**src/rtl/mips_core_pkg.sv**
```systemverilog
// ----------------------------------------------------------------------------
// mips_core_pkg
// Shared types and helpers for the direct-mapped instruction cache.
//   icache_state_t  : refill controller state (IDLE, REQ, REFILL)
//   DEF_*           : default geometry (32 lines x 4 words, 32-bit addresses)
//   *_width()       : address-field widths derived from a geometry
//   line_base_mask(): mask that clears word-offset and byte bits of an address
// ----------------------------------------------------------------------------
package mips_core_pkg;

   typedef enum logic [1:0] {
      IDLE   = 2'd0,
      REQ    = 2'd1,
      REFILL = 2'd2
   } icache_state_t;

   localparam int DEF_ADDR_WIDTH      = 32;
   localparam int DEF_INDEX_WIDTH     = 5;
   localparam int DEF_LINE_WORDS_LOG2 = 2;

   // Byte address = {tag, index, word offset, 2'b byte}
   function automatic int offset_lsb();
      return 2;
   endfunction

   function automatic int index_lsb(input int line_words_log2);
      return line_words_log2 + 2;
   endfunction

   function automatic int tag_lsb(input int index_width, input int line_words_log2);
      return index_width + line_words_log2 + 2;
   endfunction

   function automatic int tag_width(input int addr_width, input int index_width,
                                    input int line_words_log2);
      return addr_width - index_width - line_words_log2 - 2;
   endfunction

   // 64 bits wide so any ADDR_WIDTH up to 64 can slice what it needs.
   function automatic logic [63:0] line_base_mask(input int line_words_log2);
      return ~((64'd1 << (line_words_log2 + 2)) - 64'd1);
   endfunction

endpackage

```
**src/rtl/icache_refill_fsm.sv**
```systemverilog
// ----------------------------------------------------------------------------
// icache_refill_fsm
// Miss/refill controller for icache_dm_refill. Owns the state, the latched
// line base of the miss, the refill beat counter and the memory handshake.
// Ports:
//   clk, rst_n        : clock, async active-low reset
//   req_valid, hit    : fetch request present / array lookup result
//   req_addr          : fetch byte address
//   mem_req_ready     : memory accepts the line request
//   mem_rsp_valid     : one refill beat present
//   state             : current state (array read gating in the top)
//   miss_addr         : line base of the line being refilled
//   mem_req_valid     : registered line read request
//   line_inval        : clear valid of the requested index (miss starts)
//   word_we, word_sel : write refill beat into data[miss index][word_sel]
//   line_done         : last beat; write tag and set valid for miss index
//   start_miss        : IDLE->REQ transition this cycle
// ----------------------------------------------------------------------------
module icache_refill_fsm
   import mips_core_pkg::*;
#(
   parameter int ADDR_WIDTH      = DEF_ADDR_WIDTH,
   parameter int LINE_WORDS_LOG2 = DEF_LINE_WORDS_LOG2
) (
   input  logic                       clk,
   input  logic                       rst_n,
   input  logic                       req_valid,
   input  logic                       hit,
   input  logic [ADDR_WIDTH-1:0]      req_addr,
   input  logic                       mem_req_ready,
   input  logic                       mem_rsp_valid,
   output icache_state_t              state,
   output logic [ADDR_WIDTH-1:0]      miss_addr,
   output logic                       mem_req_valid,
   output logic                       line_inval,
   output logic                       word_we,
   output logic [LINE_WORDS_LOG2-1:0] word_sel,
   output logic                       line_done,
   output logic                       start_miss
);

   localparam logic [63:0]           MASK64    = line_base_mask(LINE_WORDS_LOG2);
   localparam logic [ADDR_WIDTH-1:0] BASE_MASK = MASK64[ADDR_WIDTH-1:0];

   logic [LINE_WORDS_LOG2-1:0] beat_cnt;

   // Array strobes must line up with the beat on the bus, so they are decoded
   // from the registered state rather than registered themselves.
   assign start_miss = (state == IDLE) & req_valid & ~hit;
   assign line_inval = start_miss;
   assign word_we    = (state == REFILL) & mem_rsp_valid;
   assign word_sel   = beat_cnt;
   assign line_done  = word_we & (beat_cnt == '1);

   always_ff @(posedge clk or negedge rst_n) begin
      if (!rst_n) begin
         state         <= IDLE;
         miss_addr     <= '0;
         beat_cnt      <= '0;
         mem_req_valid <= 1'b0;
      end else begin
         case (state)
            IDLE: begin
               if (start_miss) begin
                  miss_addr     <= req_addr & BASE_MASK;
                  mem_req_valid <= 1'b1;
                  state         <= REQ;
               end
            end
            REQ: begin
               if (mem_req_ready) begin
                  mem_req_valid <= 1'b0;
                  beat_cnt      <= '0;
                  state         <= REFILL;
               end
            end
            REFILL: begin
               if (mem_rsp_valid) begin
                  // Counter wraps to 0 on the last beat by width.
                  beat_cnt <= beat_cnt + 1'b1;
                  if (beat_cnt == '1) state <= IDLE;
               end
            end
            default: begin
               state         <= IDLE;
               mem_req_valid <= 1'b0;
            end
         endcase
      end
   end

endmodule

```
**src/rtl/icache_dm_refill.sv**
```systemverilog
// ----------------------------------------------------------------------------
// icache_dm_refill
// Direct-mapped instruction cache for the IF stage. Combinational lookup of
// req_addr (0-cycle hit latency); on a miss a full line is refilled from
// memory in ascending word order, after which the current req_addr is looked
// up again. out_valid low is the miss indication for the fetch stage.
// Ports:
//   clk, rst_n                   : clock, async active-low reset
//   req_addr, req_valid          : fetch byte address / request present
//   out_valid, out_data          : instruction at req_addr this cycle
//   mem_req_valid, mem_req_addr  : line read request (held until ready)
//   mem_req_ready                : memory accepts the request
//   mem_rsp_valid, mem_rsp_data  : refill beats
//   perf_hits, perf_misses       : saturating event counters, only when
//                                  ICACHE_PERF_CNT_EN is defined
// ----------------------------------------------------------------------------
module icache_dm_refill
   import mips_core_pkg::*;
#(
   parameter int INDEX_WIDTH     = DEF_INDEX_WIDTH,
   parameter int LINE_WORDS_LOG2 = DEF_LINE_WORDS_LOG2,
   parameter int ADDR_WIDTH      = DEF_ADDR_WIDTH
) (
   input  logic                  clk,
   input  logic                  rst_n,
   input  logic [ADDR_WIDTH-1:0] req_addr,
   input  logic                  req_valid,
   output logic                  out_valid,
   output logic [31:0]           out_data,
   output logic                  mem_req_valid,
   output logic [ADDR_WIDTH-1:0] mem_req_addr,
   input  logic                  mem_req_ready,
   input  logic                  mem_rsp_valid,
   input  logic [31:0]           mem_rsp_data
`ifdef ICACHE_PERF_CNT_EN
   ,
   output logic [31:0]           perf_hits,
   output logic [31:0]           perf_misses
`endif
);

   localparam int LINES      = 1 << INDEX_WIDTH;
   localparam int LINE_WORDS = 1 << LINE_WORDS_LOG2;
   localparam int OFF_LO     = offset_lsb();
   localparam int IDX_LO     = index_lsb(LINE_WORDS_LOG2);
   localparam int TAG_LO     = tag_lsb(INDEX_WIDTH, LINE_WORDS_LOG2);
   localparam int TAG_W      = tag_width(ADDR_WIDTH, INDEX_WIDTH, LINE_WORDS_LOG2);

   logic [LINES-1:0]                             valid_q;
   logic [LINES-1:0][TAG_W-1:0]                  tag_q;
   logic [LINES-1:0][LINE_WORDS-1:0][31:0]       data_q;

   logic [INDEX_WIDTH-1:0]     req_idx, miss_idx;
   logic [LINE_WORDS_LOG2-1:0] req_off, word_sel;
   logic [TAG_W-1:0]           req_tag, miss_tag;
   logic [ADDR_WIDTH-1:0]      miss_addr;
   icache_state_t              state;
   logic                       hit, line_inval, word_we, line_done, start_miss;

   assign req_off  = req_addr[OFF_LO +: LINE_WORDS_LOG2];
   assign req_idx  = req_addr[IDX_LO +: INDEX_WIDTH];
   assign req_tag  = req_addr[TAG_LO +: TAG_W];
   assign miss_idx = miss_addr[IDX_LO +: INDEX_WIDTH];
   assign miss_tag = miss_addr[TAG_LO +: TAG_W];

   // Byte bits and the zeroed low bits of the line base carry no information.
   logic unused_bits;
   assign unused_bits = ^{req_addr[OFF_LO-1:0], miss_addr[IDX_LO-1:0]};

   assign hit       = req_valid & valid_q[req_idx] & (tag_q[req_idx] == req_tag);
   // Busy refilling blocks all hits, including ones to unrelated lines.
   assign out_valid = hit & (state == IDLE);
   assign out_data  = out_valid ? data_q[req_idx][req_off] : 32'd0;

   assign mem_req_addr = miss_addr;

   icache_refill_fsm #(
      .ADDR_WIDTH      (ADDR_WIDTH),
      .LINE_WORDS_LOG2 (LINE_WORDS_LOG2)
   ) u_fsm (
      .clk           (clk),
      .rst_n         (rst_n),
      .req_valid     (req_valid),
      .hit           (hit),
      .req_addr      (req_addr),
      .mem_req_ready (mem_req_ready),
      .mem_rsp_valid (mem_rsp_valid),
      .state         (state),
      .miss_addr     (miss_addr),
      .mem_req_valid (mem_req_valid),
      .line_inval    (line_inval),
      .word_we       (word_we),
      .word_sel      (word_sel),
      .line_done     (line_done),
      .start_miss    (start_miss)
   );

   // Valid bit drops as soon as the miss starts so a partially written line
   // can never hit; it is set again only with the last beat.
   always_ff @(posedge clk or negedge rst_n) begin
      if (!rst_n) begin
         valid_q <= '0;
      end else begin
         if (line_inval) valid_q[req_idx]  <= 1'b0;
         if (line_done)  valid_q[miss_idx] <= 1'b1;
      end
   end

   // Tag and data contents are qualified by valid_q and need no reset.
   always_ff @(posedge clk) begin
      if (word_we)   data_q[miss_idx][word_sel] <= mem_rsp_data;
      if (line_done) tag_q[miss_idx]            <= miss_tag;
   end

`ifdef ICACHE_PERF_CNT_EN
   always_ff @(posedge clk or negedge rst_n) begin
      if (!rst_n) begin
         perf_hits   <= '0;
         perf_misses <= '0;
      end else begin
         if (out_valid  && (perf_hits   != 32'hFFFF_FFFF)) perf_hits   <= perf_hits + 32'd1;
         if (start_miss && (perf_misses != 32'hFFFF_FFFF)) perf_misses <= perf_misses + 32'd1;
      end
   end
`endif

endmodule
```
**config.mk**
```make
export PLATFORM = sky130hd
export DESIGN_NAME = icache_dm_refill
export DESIGN_NICKNAME = d
export VERILOG_FILES = /design/src/rtl/mips_core_pkg.sv /design/src/rtl/icache_refill_fsm.sv /design/src/rtl/icache_dm_refill.sv
export SDC_FILE = /design/constraint.sdc
export NUM_CORES = 2
export LEC_CHECK = 0
export CAP_MARGIN = 25
export CORE_MARGIN = 2
export CORE_UTILIZATION = 37
export CTS_BUF_LIST = sky130_fd_sc_hd__clkbuf_8 sky130_fd_sc_hd__clkbuf_16
export DETAILED_ROUTE_END_ITERATION = 10
export HOLD_SLACK_MARGIN = 0.12
export MAX_ROUTING_LAYER = met4
export PLACE_DENSITY = 0.6
export SETUP_SLACK_MARGIN = 0.15
export SLEW_MARGIN = 20
export SYNTH_ARGS = -nofsm -noshare
export SYNTH_HDL_FRONTEND = slang
export SYNTH_HIERARCHICAL = 1
export SYNTH_SLANG_ARGS = --single-unit
```
**constraint.sdc**
```tcl
create_clock -name clk -period 3.77 [get_ports clk]
set_clock_uncertainty 0.1 [all_clocks]
set_input_delay 0.377 -clock clk [delete_from_list [all_inputs] [get_ports clk]]
set_output_delay 0.377 -clock clk [all_outputs]
set_load 0.01 [all_outputs]
```
==> run_results.csv <==
group,metric,value,unit
setup_path,r2r_setup_slack,-0.16,ns
die,ios,135,
outcome,violations,"setup timing",
setup_path,critPathTopFamily,"buffers and inverters",
finish,layout-area-overhead-vs-synth,21.0,%
timing,count_of_final_setup_violators,65,
finish,drive_above_1_share,28.5,%
setup_path,crit_path_buf_inv_count,11,
setup_path,worst-endpoint-arrival,4.53,ns
power_and_ir_drop,p_leak,74.2,nW
global_route,via_count_of_the_first_global_routing_pass,100000,
global_route,maximum_number_of_pins_on_one_net_before_global_route_repair,129,
outcome,run_status,"finished, violations left",
global_route,globalRouteTotalUtil,22.8,%
timing,grt_setup_unrepaired,"true",
power_and_ir_drop,pwr_density_cell,525,nW/um^2
finish,layout.nets,10600,
cts,maximum_buffer_depth_of_the_clock_tree,4,
cts,cts.clk_slew.worst_paths,0.07,ns
worst_hold_path,hp-class,"in2reg",
finish,layout_commonest_cell,"sky130_fd_sc_hd__edfxtp_1",
die,initial_utilization,37.1,%
setup_path,critPathCapture,"out_data[29]",
synth,post_synthesis_average_cell_area,20.4,um^2
global_route,globalRoute.totalOverflow,0,
timing,setup_slack,-1.23,ns
timing,worst_pin_slew,1.24,ns
setup_path,worst_path_max_delay_cell,"sky130_fd_sc_hd__nor4_1",
setup_path,critical_path.startpoint,"req_addr[7]",
cts,root_buffer,"sky130_fd_sc_hd__clkbuf_16",
cts,clkSinkCount,4897,
timing,timing.final.crit_period,5.00,ns
detailed_routing,num_vias,102000,
cts,clk-insertion-delay-late,1.04,ns
setup_path,critPathMaxStageDelay,0.85,ns
global_route,grt_pass1_wl,797000,um
placement,gp_congestion,0.863,
synth,yosysWarnings,6,
detailed_routing,detail_route.vias_per_cell,5.77,
finish,utilization,44.9,%
finish,most-common-layout-cells,"sky130_fd_sc_hd__edfxtp_1, sky130_fd_sc_hd__mux2i_1, sky130_fd_sc_hd__buf_4",
detailed_routing,drt_first_pass_iters,8,
flow_run,cap_violations,0,
placement,hpwlAfterDp,348000,um
synth,post_synthesis_cell_area,187000,um^2
die,die-area,512000,um^2
setup_path,path_depth,17,
detailed_routing,detailedRoute.firstIterationViolations,14900,
die,rows,261,
setup_path,rr_startpoint,"tag_q[175]",
setup_path,required,3.29,ns
setup_path,worst_path_most_repeated_cell,"sky130_fd_sc_hd__buf_4",
die,die_w,715,um
detailed_routing,detail_route.drc_violations,0,
cts,cts_tree,"yes",
timing,slew-limit-headroom,17.0,%
placement,port-buffer-count,128,
timing,timing.final.hold_violations,0,
setup_path,cp_cell_sequence,"buf_2 > buf_4 > buf_12 > inv_1 > buf_4 > nor2_1 > nand2_2 > buf_4 > buf_4 > buf_4 > o22ai_1 > nor4_1 > nor3_1 > buf_4 > a311oi_2 > buf_4 > buf_6",
cts,htree_num_levels,5,
detailed_routing,route.final.wire_length,579000,um
synth,synth_cells,9159,
die,core_region_area,505000,um^2
detailed_routing,wire_per_inst,32.8,um
timing,fin_hold_ws,0.231,ns
timing,slew_viol_final,0,
detailed_routing,route.antenna.remaining_nets,0,
finish,regArea,147000,um^2
die,dieHeight,715,um
setup_path,worst-path-max-fanout,16,
power_and_ir_drop,vdd_ir_drop_max,0.604,mV
setup_path,crit_path_start_kind,"primary input",
setup_path,cp-end-kind,"primary output",
power_and_ir_drop,design_power_total,119,mW
finish,layout.filler_cells,42200,
timing,fin_crit_sh,133,%
setup_path,worst-setup-path-type,"in2out",
setup_path,r2r_end,"valid_q[28]",
cts,cts_made_buffers,471,
setup_path,r2r_cells,17,
finish,area_of_the_multi_input_gates,40100,um^2
global_route,antenna_found_initial,52,
timing,fmaxAchievable,200,MHz
-- final cells by class --
cell class | count | share of cell area (%)
well taps | 6706 | 3.70
inverters | 7 | 0.0122
clock inverters | 399 | 1.57
clock buffers | 479 | 5.27
flip-flops and latches | 4897 | 64.8
repair buffers | 1408 | 6.97
diodes | 28 | 0.0309
multi-input cells | 3732 | 17.7
-- worst min-delay path by stage --
stage | startpoint | to | slack [ns] | depth (start not counted)
2_1_floorplan | rst_n | u_fsm/mem_req_valid | -0.02 | 0
3_3_place_gp | valid_q[24] | valid_q[24] | 0.38 | 2
3_5_place_dp | valid_q[28] | valid_q[28] | 0.39 | 2
4_1_cts | req_addr[12] | u_fsm/miss_addr[12] | 0.13 | 2
5_1_grt | req_addr[12] | u_fsm/miss_addr[12] | 0.20 | 2
6_report | mem_rsp_data[14] | data_q[2062] | 0.23 | 2
-- routing by layer --
metal  vias up  global-route usage, %  part of all wire (%)
li1      41000                      -                     -
met1     54500                   31.3                    40
met2      5529                   35.2                    47
met3       869                   4.32                    10
met4         0                   5.82                   2.8
met5         -                      -                     0
-- sequential cells by signal, summed over array words and instances, names as in the netlist --
| register | count |
|---|---|
| data_q | 4096 |
| tag_q | 736 |
| valid_q | 32 |
| u_fsm/miss_addr | 28 |
| u_fsm/state | 2 |
| u_fsm/word_sel | 2 |
| u_fsm/mem_req_valid | 1 |
-- where the power goes --
part	internal (mW)	leakage, nW	switching [mW]
combinational	3.39	22.1	5.97
sequential	61.4	44.3	0.708
clock	26.8	7.86	20.7
-- per-stage QoR --
step,cell area [um^2],TNS (ns),cells,worst slack (ns)
floorplan,188000,0,9162,0.000998
global placement,209000,-81.38,16700,-1.32
detailed placement,209000,-82.35,16700,-1.36
CTS,226000,-36.07,17600,-1.20
global route,227000,-50.39,17600,-1.31
finish,227000,-36.90,17700,-1.23
-- timing repair --
item	CTS	global route
hold endpoints to repair	3124	0
pin swaps	33	32
endpoints found under the setup margin	85	93
hold buffers	65	0
gates resized for setup	268	53
cloned	3	0
setup buffers	16	6
Power figures use the tool's default switching activity.
